`config.mk`:
```
export PLATFORM = sky130hd
export DESIGN_NAME = hand_accumulator
export DESIGN_NICKNAME = d
export VERILOG_FILES = /design/src/rtl/hand_pkg.sv /design/src/rtl/hand_value.sv /design/src/rtl/hand_accumulator.sv
export SDC_FILE = /design/constraint.sdc
export NUM_CORES = 1
export LEC_CHECK = 0
export ABC_AREA = 0
export CAP_MARGIN = 20
export CORE_ASPECT_RATIO = 0.9
export CORE_MARGIN = 1.5
export CORE_UTILIZATION = 56
export DETAILED_ROUTE_END_ITERATION = 12
export HOLD_SLACK_MARGIN = 0.08
export PLACE_DENSITY = 0.94
export REMOVE_ABC_BUFFERS = 1
export SYNTH_ARGS = -nofsm -noshare
export SYNTH_HDL_FRONTEND = slang
export SYNTH_SLANG_ARGS = --single-unit
```
`constraint.sdc`:
```
create_clock -name clk -period 3.9 [get_ports clk]
set_clock_uncertainty 0.1 [all_clocks]
set_input_delay 0.78 -clock clk [delete_from_list [all_inputs] [get_ports clk]]
set_output_delay 0.78 -clock clk [all_outputs]
set_load 0.005 [all_outputs]
```
`src/rtl/hand_pkg.sv`:
```
// Shared card and hand definitions for the seat accumulators and the game-control compare logic.
// Latency: n/a (types, constants and a pure helper function only).
// Backpressure: n/a.
package hand_pkg;

  typedef logic [3:0] card_t;
  typedef logic [1:0] state_t;

  localparam card_t      CARD_INVALID    = 4'hF;
  localparam card_t      CARD_ACE        = 4'd1;
  localparam card_t      CARD_MAX        = 4'd10;
  localparam logic [4:0] BLACKJACK_VALUE = 5'd21;

  // Draw FSM encoding, kept as plain constants so older tools can share it
  localparam state_t ST_IDLE    = 2'd0;
  localparam state_t ST_REQUEST = 2'd1;
  localparam state_t ST_ADD     = 2'd2;
  localparam state_t ST_CHECK   = 2'd3;

  // Deck values 1..10 are real cards; 0 and 11..15 mean "no card this cycle"
  function automatic logic card_is_valid(input card_t c);
    return (c >= CARD_ACE) && (c <= CARD_MAX);
  endfunction

endpackage

```
`src/rtl/hand_value.sv`:
```
// Scores a hand from its hard sum and ace flag: best total, soft indication and bust.
// Latency: purely combinational.
// Backpressure: none.
module hand_value
  import hand_pkg::*;
(
  input  logic [4:0] hard_sum,
  input  logic       has_ace,
  output logic [4:0] total,
  output logic       is_soft,
  output logic       bust
);

  logic soft_ok;

  // One ace may count as 11 only while that keeps the hand at or under 21
  assign soft_ok = has_ace && (hard_sum <= 5'd11);
  assign total   = soft_ok ? (hard_sum + 5'd10) : hard_sum;
  assign is_soft = soft_ok;
  assign bust    = hard_sum > BLACKJACK_VALUE;

endmodule

```
`src/rtl/hand_accumulator.sv`:
```
// Per-seat hand tracker: requests cards from the deck on newHand/hit and keeps the running hand state.
// Latency: hit -> requestCard next cycle, card and totals one cycle later, idle 4 cycles after hit.
// Backpressure: deck answers combinationally; invalid cards hold requestCard high for up to MAX_RETRY cycles.
module hand_accumulator
  import hand_pkg::*;
#(
  parameter int MAX_CARDS     = 8,
  parameter int INITIAL_CARDS = 2,
  parameter int MAX_RETRY     = 3
) (
  input  logic       clk,
  input  logic       reset,
  input  logic       newHand,
  input  logic       hit,
  input  logic [3:0] dealtCard,
  output logic       requestCard,
  output logic [3:0] lastCard,
  output logic       cardValid,
  output logic [3:0] cardCount,
  output logic [4:0] total,
  output logic       isSoft,
  output logic       bust,
  output logic       blackjack,
  output logic       busy,
  output logic       error
);

  localparam logic [3:0] MAX_CNT   = 4'(MAX_CARDS);
  localparam logic [3:0] INIT_CNT  = 4'(INITIAL_CARDS);
  localparam logic [3:0] RETRY_LIM = 4'(MAX_RETRY - 1);

  state_t     state;
  logic [4:0] hard_sum;
  logic       has_ace;
  logic [3:0] draws_left;
  logic [3:0] retry_cnt;
  logic       hit_ok;

  hand_value u_value (
    .hard_sum (hard_sum),
    .has_ace  (has_ace),
    .total    (total),
    .is_soft  (isSoft),
    .bust     (bust)
  );

  // Status decoded from registered state
  assign requestCard = (state == ST_REQUEST);
  assign busy        = (state != ST_IDLE);
  assign blackjack   = (cardCount == 4'd2) && (total == BLACKJACK_VALUE);
  assign hit_ok      = (cardCount >= INIT_CNT) && !bust && (cardCount < MAX_CNT);

  // Draw FSM and hand registers; the accepted card is folded in on the edge
  // leaving REQUEST so totals and cardValid appear together during ADD
  always_ff @(posedge clk) begin
    if (reset) begin
      state      <= ST_IDLE;
      hard_sum   <= 5'd0;
      has_ace    <= 1'b0;
      cardCount  <= 4'd0;
      lastCard   <= 4'h0;
      cardValid  <= 1'b0;
      error      <= 1'b0;
      draws_left <= 4'd0;
      retry_cnt  <= 4'd0;
    end else begin
      cardValid <= 1'b0;
      if (newHand) begin
        // newHand overrides hit and aborts any draw in flight
        hard_sum   <= 5'd0;
        has_ace    <= 1'b0;
        cardCount  <= 4'd0;
        error      <= 1'b0;
        draws_left <= INIT_CNT;
        retry_cnt  <= 4'd0;
        state      <= ST_REQUEST;
      end else begin
        case (state)
          ST_IDLE: begin
            if (hit && hit_ok) begin
              draws_left <= 4'd1;
              retry_cnt  <= 4'd0;
              state      <= ST_REQUEST;
            end
          end
          ST_REQUEST: begin
            if (card_is_valid(dealtCard)) begin
              hard_sum   <= hard_sum + {1'b0, dealtCard};
              has_ace    <= has_ace | (dealtCard == CARD_ACE);
              cardCount  <= cardCount + 4'd1;
              lastCard   <= dealtCard;
              cardValid  <= 1'b1;
              retry_cnt  <= 4'd0;
              draws_left <= draws_left - 4'd1;
              state      <= ST_ADD;
            end else if (retry_cnt == RETRY_LIM) begin
              // Deck keeps failing: give up on this draw, hand stays as it was
              error     <= 1'b1;
              retry_cnt <= 4'd0;
              state     <= ST_IDLE;
            end else begin
              retry_cnt <= retry_cnt + 4'd1;
            end
          end
          ST_ADD: begin
            state <= ST_CHECK;
          end
          default: begin
            if ((draws_left != 4'd0) && !bust && (cardCount < MAX_CNT)) state <= ST_REQUEST;
            else state <= ST_IDLE;
          end
        endcase
      end
    end
  end

endmodule

```
==> flow_metrics.py, run 1 <==
metrics = {
    "die": {
        "die-area_sq_mm": 0.003103,
        "rows": 17,
        "die_h_microns": 53.00,
        "ios": 28,
        "start_util_pct": 60.93,
        "coreArea_sq_mm": 0.002552,
        "die_w_microns": 58.55,
    },
    "timing": {
        "rsz0062_at_grt": "false",
        "fmax_ghz": 0.3014,
        "finalSetupViolations": 0,
        "finalSetupTns_ns": 0,
        "worst_pin_slew_ns": 0.8079,
        "min_period_ns": 3.318,
        "final_hold_viol_count": 0,
        "period_share_pct": 85.07,
        "timing.slew.headroom_pct": 45.97,
        "slew_violations": 0,
    },
    "final_layout": {
        "drive_gt1_share_pct": 5.263,
        "area_growth_pct": 18.50,
        "nFillCells": 188,
        "fin_area_sq_mm": 0.001843,
        "fin_nets": 233,
        "antennaDiodeCount": 0,
        "fin_util_pct": 72.21,
        "final_cells": 237,
    },
    "route": {
        "wl_per_cell_microns": 14.58,
        "drt-total-wl_mm": 3.456,
        "via_per_inst": 5.895,
        "vias": 1397,
        "ant_nets": 0,
        "route.detailed.drc": 0,
        "drt_iter0_drc": 60,
        "first_pass_iters": 4,
    },
    "clock_tree": {
        "clockBufferDepth": 2,
        "holdBufCountCts": 0,
        "clock_sinks": 26,
        "clk_latency_ns": 0.33,
        "post_cts_buffers": 0,
        "cts_tree": "built",
        "clk_root_buffer_cell": "clkbuf_4",
        "cts_buffers": 3,
        "ctsResizeCount": 0,
        "htreeDepth": 1,
        "clkTransAtPathRegs_ns": 0.13,
    },
    "placed_design": {
        "gp_congestion": 0.8148,
        "numPortBuffers": 27,
        "place_hpwl_mm": 2.614,
        "postPlaceCellArea_sq_mm": 0.001821,
        "dp_cells": 234,
    },
    "flow_run": {
        "drv_cap": 0,
    },
    "setup_path": {
        "cp_max_fo": 9,
        "cpLargestDelayFamily": "buffers and inverters",
        "cp.arrival_ns": 2.44,
        "cp.required_ns": 3.02,
        "crit_type": "reg2out",
        "cp.buffers_inverters": 2,
        "cpPeakStageDelay_ns": 0.57,
        "critPathCaptureType": "output pin",
        "setup.worst_path.start_class": "flip-flop",
        "crit_chain": "inv_1 > ha_1 > nand2_1 > o21ai_0 > a21o_1 > o21ai_0 > clkdlybuf4s50_1",
        "crit_top_cell": "o21ai_0",
        "rrSetupSlack_ns": 1.47,
        "slowest_stage": "clkdlybuf4s50_1",
    },
    "synth": {
        "seq_area_frac_synth_pct": 33.47,
        "synthCells": 186,
        "avgSynthCellArea_sq_um": 8.362,
        "async_flop_share_pct": 0,
        "synth_edf_count": 0,
        "ys_warn_count": 0,
        "syn_area_sq_mm": 0.001555,
        "synth_seq_cells": 26,
        "ys_types": 43,
        "synth_ff_type": "dfxtp_1",
    },
    "power_and_ir_drop": {
        "vdd_drop_max_mv": 0.2382,
        "powerDensity_mw_per_mm2": 271.3,
        "finalPower_w": 0.0005001,
        "leakagePower_nw": 0.7076,
    },
    "global_route": {
        "grt_pass1_wl_mm": 5.720,
        "first_global_vias": 1346,
        "antenna_found_initial": 0,
        "grt_util_all_layers_pct": 24.43,
        "grt_start_max_net_pins": 19,
        "gr-total-overflow": 0,
    },
    "min_path": {
        "hold_path_class": "reg2reg",
    },
    "run_status": {
        "status": "completed",
    },
}
sequential cells by signal, indices dropped and copies added (netlist names):
| signal | count |
|---|---|
| lastCard | 4 |
| error | 1 |
| cardCount | 4 |
| draws_left | 4 |
| hard_sum | 5 |
| state | 2 |
| has_ace | 1 |
| cardValid | 1 |
| retry_cnt | 4 |
area by class of cell:
class	count	area (sq um)	area share [%]
Tap cell	28	35.03	1.901
Timing Repair Buffer	27	270.3	14.66
Inverter	13	48.80	2.648
Multi-Input combinational cell	140	945.9	51.32
Sequential cell	26	520.5	28.24
Clock buffer	3	22.52	1.222
cell usage in the layout, fill, tap and decap left out, types with 2 or more instances in the layout:
master / count
a211oi_2: 2
a21o_1: 4
a21oi_1: 16
a31oi_1: 4
and3_1: 2
clkbuf_4: 3
clkdlybuf4s50_1: 27
dfxtp_1: 26
ha_1: 13
inv_1: 13
mux2i_1: 2
nand2_1: 16
nand2b_1: 4
nand3_1: 3
nand3b_1: 2
nor2_1: 23
nor2b_1: 2
nor3_1: 5
nor3_2: 2
o21ai_0: 12
o31ai_1: 2
xnor2_1: 5
xor2_1: 4
power by group:
group / total, W / internal [W] / switching [W]
combinational: 0.0000994 / 0.0000443 / 0.0000551
clock: 0.000117 / 0.0000364 / 0.0000805
sequential: 0.000284 / 0.000274 / 0.00000980
stage by stage:
step / setup slack (ns) / hold WS [ns]
2_1_floorplan: 1.701 / 0.3319
3_3_place_gp: 1.021 / 0.3510
3_5_place_dp: 0.8935 / 0.3550
4_1_cts: 0.6235 / 0.3735
5_1_grt: 0.5009 / 0.4044
6_report: 0.5823 / 0.3807
cell families (layout without fill, tap and decap cells):
family	Yosys count	count (layout)	share of synthesized area, %
flops	26	26	33.47
mux	2	2	1.287
simple gates	66	66	21.96
compound gates	49	49	20.76
fa+ha+maj	14	14	11.75
buf+inv	20	43	5.712
xor+xnor	9	9	5.068
Yosys cell counts (2+ instances only):
library cell   n  share of area, %
xor2_1         4               2.3
nand3_1        3              0.97
dfxtp_1       26                33
o21ai_0       12               3.9
clkbuf_2       2              0.64
nor2b_1        2              0.80
nor2_1        23               5.6
ha_1          13                10
inv_1         13               3.1
nor3_1         5               1.6
a21o_1         4               1.9
nand3b_1       2              0.97
a211oi_2       2               1.6
nor3_2         2               1.3
a21oi_1       16               5.1
mux2i_1        2               1.3
nand2_1       16               3.9
xnor2_1        5               2.8
and3_1         2              0.80
o31ai_1        2              0.97
a31oi_1        4               1.6
clkbuf_1       2              0.48
nand2b_1       4               1.6
layer usage:
metal / wire length [microns] / GRT usage [%]
met4: 83 / 10.85
met1: 1509 / 28.98
met2: 1670 / 41.57
met3: 192 / 6.112
met5: 0 / 0
worst paths after layout:
kind                 from            end  cells past startpoint
max           hard_sum[2]       total[2]                      7
min          retry_cnt[3]   retry_cnt[3]                      1
max reg2reg   hard_sum[1]  draws_left[1]                      7
min reg2reg  retry_cnt[3]   retry_cnt[3]                      1
Power figures use the tool's default switching activity.
==> run 2, diff against run 1 <==
- GPL_TIMING_DRIVEN: default -> 0
==> run 2 against run 1 <==
Compared with the run above:
- cell area increased by 0.75%
- sequential share of layout area shrank 0.21 points
- maximum frequency rose by 1.6%
- combinational power decreased by 0.6%
- clock power rose by 20%
- clock-buffer cell count grew 1
- critical path depth rose by 1
- via count rose by 0.50%
- utilization is 0.54 points higher
- hold slack improved by 0.0087 ns
- first-iteration DRC count is 6.7% higher
- flip-flop and latch count did not move
==> flow_metrics.py, run 2 (same netlist as run 1, synthesis figures left out) <==
metrics = {
    "clock_tree": {
        "clkTransAtPathRegs_ns": 0.13,
        "clock_sinks": 26,
        "holdBufCountCts": 0,
        "cts_tree": "built",
        "clockBufferDepth": 2,
        "post_cts_buffers": 0,
        "cts_buffers": 3,
        "htreeDepth": 1,
        "clk_latency_ns": 0.33,
        "clk_root_buffer_cell": "clkbuf_4",
        "ctsResizeCount": 0,
    },
    "final_layout": {
        "fin_util_pct": 72.75,
        "drive_gt1_share_pct": 5.714,
        "layout.cells.most_common_list": "clkdlybuf4s50_1 (27), dfxtp_1 (26), nor2_1 (23)",
        "largest_register": "hard_sum",
        "final_cells": 238,
        "nFillCells": 207,
        "antennaDiodeCount": 0,
        "mostFrequentLayoutCell": "clkdlybuf4s50_1",
        "area_growth_pct": 19.39,
        "fin_nets": 233,
        "largest_reg_flops": 5,
    },
    "power_and_ir_drop": {
        "powerDensity_mw_per_mm2": 281.0,
        "finalPower_w": 0.0005217,
        "leakagePower_nw": 0.7148,
        "vdd_drop_max_mv": 0.1999,
    },
    "die": {
        "coreArea_sq_mm": 0.002552,
        "die-area_sq_mm": 0.003103,
        "rows": 17,
        "die_h_microns": 53.00,
        "die_w_microns": 58.55,
        "ios": 28,
        "start_util_pct": 60.93,
    },
    "global_route": {
        "first_global_vias": 1335,
        "gr-total-overflow": 0,
        "grt_pass1_wl_mm": 5.699,
        "grt_use_met3_pct": 5.868,
        "grtUsageMet1_pct": 29.26,
        "antenna_found_initial": 0,
        "grtUsageMet2_pct": 42.13,
        "grt_busiest_layer": "met2",
        "grt_util_all_layers_pct": 24.36,
        "grt_start_max_net_pins": 19,
    },
    "timing": {
        "slew_violations": 0,
        "fmax_ghz": 0.3061,
        "period_share_pct": 83.76,
        "final_hold_viol_count": 0,
        "timing.slew.headroom_pct": 44.91,
        "min_period_ns": 3.267,
        "finalSetupViolations": 0,
        "rsz0062_at_grt": "false",
        "finalSetupTns_ns": 0,
        "worst_pin_slew_ns": 0.8237,
        "hold_slack_ns": 0.3894,
    },
    "route": {
        "route.detailed.drc": 0,
        "drt_iter0_drc": 64,
        "ant_nets": 0,
        "via_per_inst": 5.899,
        "first_pass_iters": 4,
        "vias": 1404,
        "drt-total-wl_mm": 3.341,
        "wl_per_cell_microns": 14.04,
    },
    "setup_path": {
        "setup.worst_path.start_class": "flip-flop",
        "rr_startpoint": "hard_sum[1]",
        "slowest_stage": "dfxtp_1",
        "rrSetupSlack_ns": 1.52,
        "crit_type": "reg2out",
        "cp.buffers_inverters": 2,
        "critPathCaptureType": "output pin",
        "crit_chain": "inv_1 > ha_1 > nand2_1 > o21ai_0 > a21o_1 > nor2_1 > xnor2_1 > clkdlybuf4s50_1",
        "cpLargestDelayFamily": "buffers and inverters",
        "cp.required_ns": 3.02,
        "cp.arrival_ns": 2.39,
        "r2r_end": "draws_left[1]",
        "reg2regPathDepth": 7,
        "cpPeakStageDelay_ns": 0.53,
        "cp_max_fo": 9,
    },
    "min_path": {
        "whs_path_depth": 2,
        "hold_path_class": "reg2reg",
        "min_from": "lastCard[0]",
        "hold_end": "lastCard[0]",
    },
    "placed_design": {
        "dp_cells": 234,
        "place_hpwl_mm": 2.555,
        "gp_congestion": 0.8738,
        "numPortBuffers": 27,
    },
    "run_status": {
        "status": "completed",
    },
    "flow_run": {
        "drv_cap": 0,
    },
}
==> run 2: cell types whose count changed in the layout (fill, tap and decap cells not counted) <==
cell | previous run | this run
clkbuf_8 | 0 | 1
==> run 2: layout make-up <==
class	count	area [sq um]	area share, %
sequential	26	520.5	28.03
inverter	13	48.80	2.628
tap	28	35.03	1.887
clock buffer	4	36.28	1.954
timing repair buffer	27	270.3	14.56
multi-input combinational	140	945.9	50.94
==> run 2: stage by stage <==
step	worst slack, ns	instance area [sq um]
after floorplan	1.701	1515
after global placement	0.9337	1821
after detailed placement	0.8541	1821
after CTS	0.6372	1857
after global routing	0.4407	1857
final	0.6335	1857
==> run 2: worst max path at each step <==
| stage | depth (start not counted) | start | end | slack (ns) |
|---|---|---|---|---|
| 2_1_floorplan | 7 | hard_sum[2] | total[3] | 1.70 |
| 3_3_place_gp | 6 | dealtCard[1] | draws_left[1] | 0.93 |
| 3_5_place_dp | 6 | dealtCard[0] | draws_left[1] | 0.85 |
| 4_1_cts | 8 | hard_sum[2] | total[3] | 0.64 |
| 5_1_grt | 8 | hard_sum[2] | total[3] | 0.44 |
| 6_report | 8 | hard_sum[2] | total[3] | 0.63 |
==> run 2: metal layers <==
metal | vias to the layer above | part of all wire (%)
met1 | 660 | 43
met5 | - | 0
li1 | 693 | -
met2 | 44 | 49
met3 | 7 | 6.2
met4 | 0 | 1.7
==> run 2: power by group <==
group          internal (W)   total, W  leakage (nW)  switching, W
clock network     0.0000573   0.000140        0.0210     0.0000822
logic             0.0000441  0.0000988         0.483     0.0000547
registers          0.000274   0.000283         0.211    0.00000940
==> run 2: tightest hold or removal path, delay by kind of cell, from the launching register on <==
| kind | cells | cell delay, ns |
|---|---|---|
| AO/OA/AOI/OAI | 2 | 0.13 |
| flip-flops | 1 | 0.33 |
==> run 3, diff against run 2 <==
- CORE_UTILIZATION: 56 -> 47
- PLACE_DENSITY: 0.94 -> 0.86
- clock period: 3.9 -> 2.95 ns (I/O delays scaled with it)
==> run 3 against run 2 <==
Compared with the run above:
- routed wire length is 7.5% lower
- critical path depth shrank 2
- cell area rose by 2.6%
- critical path type unchanged
- critical endpoint is now blackjack
==> flow_metrics.py, run 3 (same netlist as run 1, synthesis figures left out) <==
metrics = {
    "run_status": {
        "status": "completed",
    },
    "power_and_ir_drop": {
        "finalPower_w": 0.0007312,
        "combPwrFrac_pct": 17.8,
        "switchingPower_w": 0.0001922,
        "p_seq_share_pct": 51.0,
        "clockPowerShare_pct": 31.3,
        "vdd_drop_max_mv": 0.1928,
        "powerDensity_mw_per_mm2": 383.7,
        "leakagePower_nw": 0.7292,
        "swShare_pct": 26.28,
        "internal_power_w": 0.0005391,
    },
    "final_layout": {
        "largest_register": "hard_sum",
        "mostFrequentLayoutCell": "clkdlybuf4s50_1",
        "area_growth_pct": 22.53,
        "fin_util_pct": 61.19,
        "drive_gt1_share_pct": 7.109,
        "nFillCells": 278,
        "fin_nets": 234,
        "largest_reg_flops": 5,
        "multi_input_area_sq_um": 945.9,
        "antennaDiodeCount": 0,
        "seqCellArea_sq_um": 525.5,
        "layout.cells.most_common_list": "clkdlybuf4s50_1 (27), dfxtp_1 (24), nor2_1 (23)",
    },
    "global_route": {
        "grt_util_all_layers_pct": 18.41,
        "grt_pass1_wl_mm": 5.354,
        "grt_start_max_net_pins": 19,
        "gr-total-overflow": 0,
        "first_global_vias": 1217,
        "antenna_found_initial": 0,
    },
    "setup_path": {
        "cp.required_ns": 2.26,
        "reg2regPathDepth": 7,
        "crit_chain": "nor2b_1 > a22o_1 > nand2_1 > o31ai_1 > and3_1 > clkdlybuf4s50_1",
        "setup.worst_path.start_class": "flip-flop",
        "rr_startpoint": "hard_sum[1]",
        "critPathCaptureType": "output pin",
        "cpPeakStageDelay_ns": 0.50,
        "cp.arrival_ns": 2.12,
        "rrSetupSlack_ns": 0.71,
        "cp-startpoint": "hard_sum[3]",
        "crit_type": "reg2out",
        "cp_max_fo": 8,
        "endpoint": "blackjack",
        "r2r_end": "draws_left[1]",
        "slowest_stage": "dfxtp_1",
    },
    "clock_tree": {
        "cts_buffers": 3,
        "clk_root_buffer_cell": "clkbuf_8",
        "clock_sinks": 26,
        "clockBufferDepth": 2,
        "clkTransAtPathRegs_ns": 0.09,
        "htreeDepth": 1,
        "cts_tree": "built",
        "clk_latency_ns": 0.26,
        "holdBufCountCts": 0,
    },
    "timing": {
        "finalSetupTns_ns": 0,
        "fmax_ghz": 0.3565,
        "hold_slack_ns": 0.3709,
        "timing.slew.headroom_pct": 44.65,
        "worst_pin_slew_ns": 0.8276,
        "slew_violations": 0,
        "rsz0062_at_grt": "false",
        "setup_ws_ns": 0.1449,
        "final_hold_viol_count": 0,
        "min_period_ns": 2.805,
        "finalSetupViolations": 0,
        "period_share_pct": 95.09,
    },
    "flow_run": {
        "drv_cap": 0,
    },
    "die": {
        "coreArea_sq_mm": 0.003114,
        "rows": 19,
        "die-area_sq_mm": 0.003663,
        "die_h_microns": 57.57,
        "start_util_pct": 49.94,
        "ios": 28,
        "die_w_microns": 63.64,
    },
    "route": {
        "vias": 1347,
        "drt_iter0_drc": 38,
        "wl_per_cell_microns": 12.22,
        "first_pass_iters": 4,
        "via_per_inst": 5.324,
        "drt-total-wl_mm": 3.091,
        "route.detailed.drc": 0,
        "ant_nets": 0,
    },
    "placed_design": {
        "place_ws_ns": 0.07079,
        "place_hpwl_mm": 2.262,
        "gp_congestion": 0.8603,
        "numPortBuffers": 27,
    },
    "min_path": {
        "hold_path_class": "reg2reg",
    },
}
run 3: changes by cell type in the layout (fill, tap and decap cells not counted):
cell,change
dfxtp_1,-2
clkbuf_8,+3
buf_4,+1
dfxtp_2,+1
dfxtp_4,+1
clkbuf_4,-3
run 3: worst min path at each step:
| stage | from | to | slack, ns | depth (start not counted) |
|---|---|---|---|---|
| 3_3_place_gp | retry_cnt[3] | retry_cnt[3] | 0.35 | 1 |
| 2_1_floorplan | retry_cnt[3] | retry_cnt[3] | 0.33 | 1 |
| 4_1_cts | retry_cnt[3] | retry_cnt[3] | 0.37 | 1 |
| 5_1_grt | error | error | 0.40 | 2 |
| 6_report | retry_cnt[3] | retry_cnt[3] | 0.37 | 1 |
| 3_5_place_dp | retry_cnt[3] | retry_cnt[3] | 0.35 | 1 |
run 3: area by class of cell:
cell class | instances | share of cell area, %
clock buffers | 4 | 2.889
inverters | 13 | 2.561
multi-input cells | 140 | 49.64
flip-flops and latches | 26 | 27.58
well taps | 42 | 2.758
repair buffers | 28 | 14.58
run 3: worst max-delay path, delay by kind of cell (launching register included):
family	cells	cell delay, ns
and+or+nand+nor	3	0.49
DFF	1	0.50
buffers and inverters	1	0.49
AOI/OAI and AO/OA	2	0.37
run 3: power groups by stage:
stage | sequential (W) | combinational (W) | clock (W)
final | 0.000373 | 0.000130 | 0.000229
after global routing | 0.000375 | 0.000147 | 0.000249
after CTS | 0.000374 | 0.000129 | 0.000232
after detailed placement | 0.000382 | 0.000128 | 0
after global placement | 0.000382 | 0.000125 | 0
after floorplan | 0.000380 | 0.0000768 | 0
run 3: routing by layer:
metal / part of all wire, % / up-vias / global-route usage [%]
met5: 0 / - / 0
met1: 50 / 626 / 24.85
met3: 3.6 / 2 / 2.959
met4: 1.2 / 0 / 5.590
met2: 45 / 29 / 30.53
li1: - / 690 / -
run 3: timing repair:
action                                  CTS  global route
pin swaps                                 0             0
gates resized for setup                   1             2
endpoints found under the setup margin    2             4
gates cloned                              0             0
setup buffers                             0             1
run 3: stage by stage:
step                cells  cell area (sq um)
floorplan             179               1515
global placement      248               1838
detailed placement    248               1838
CTS                   252               1894
global route          253               1906
finish                253               1906
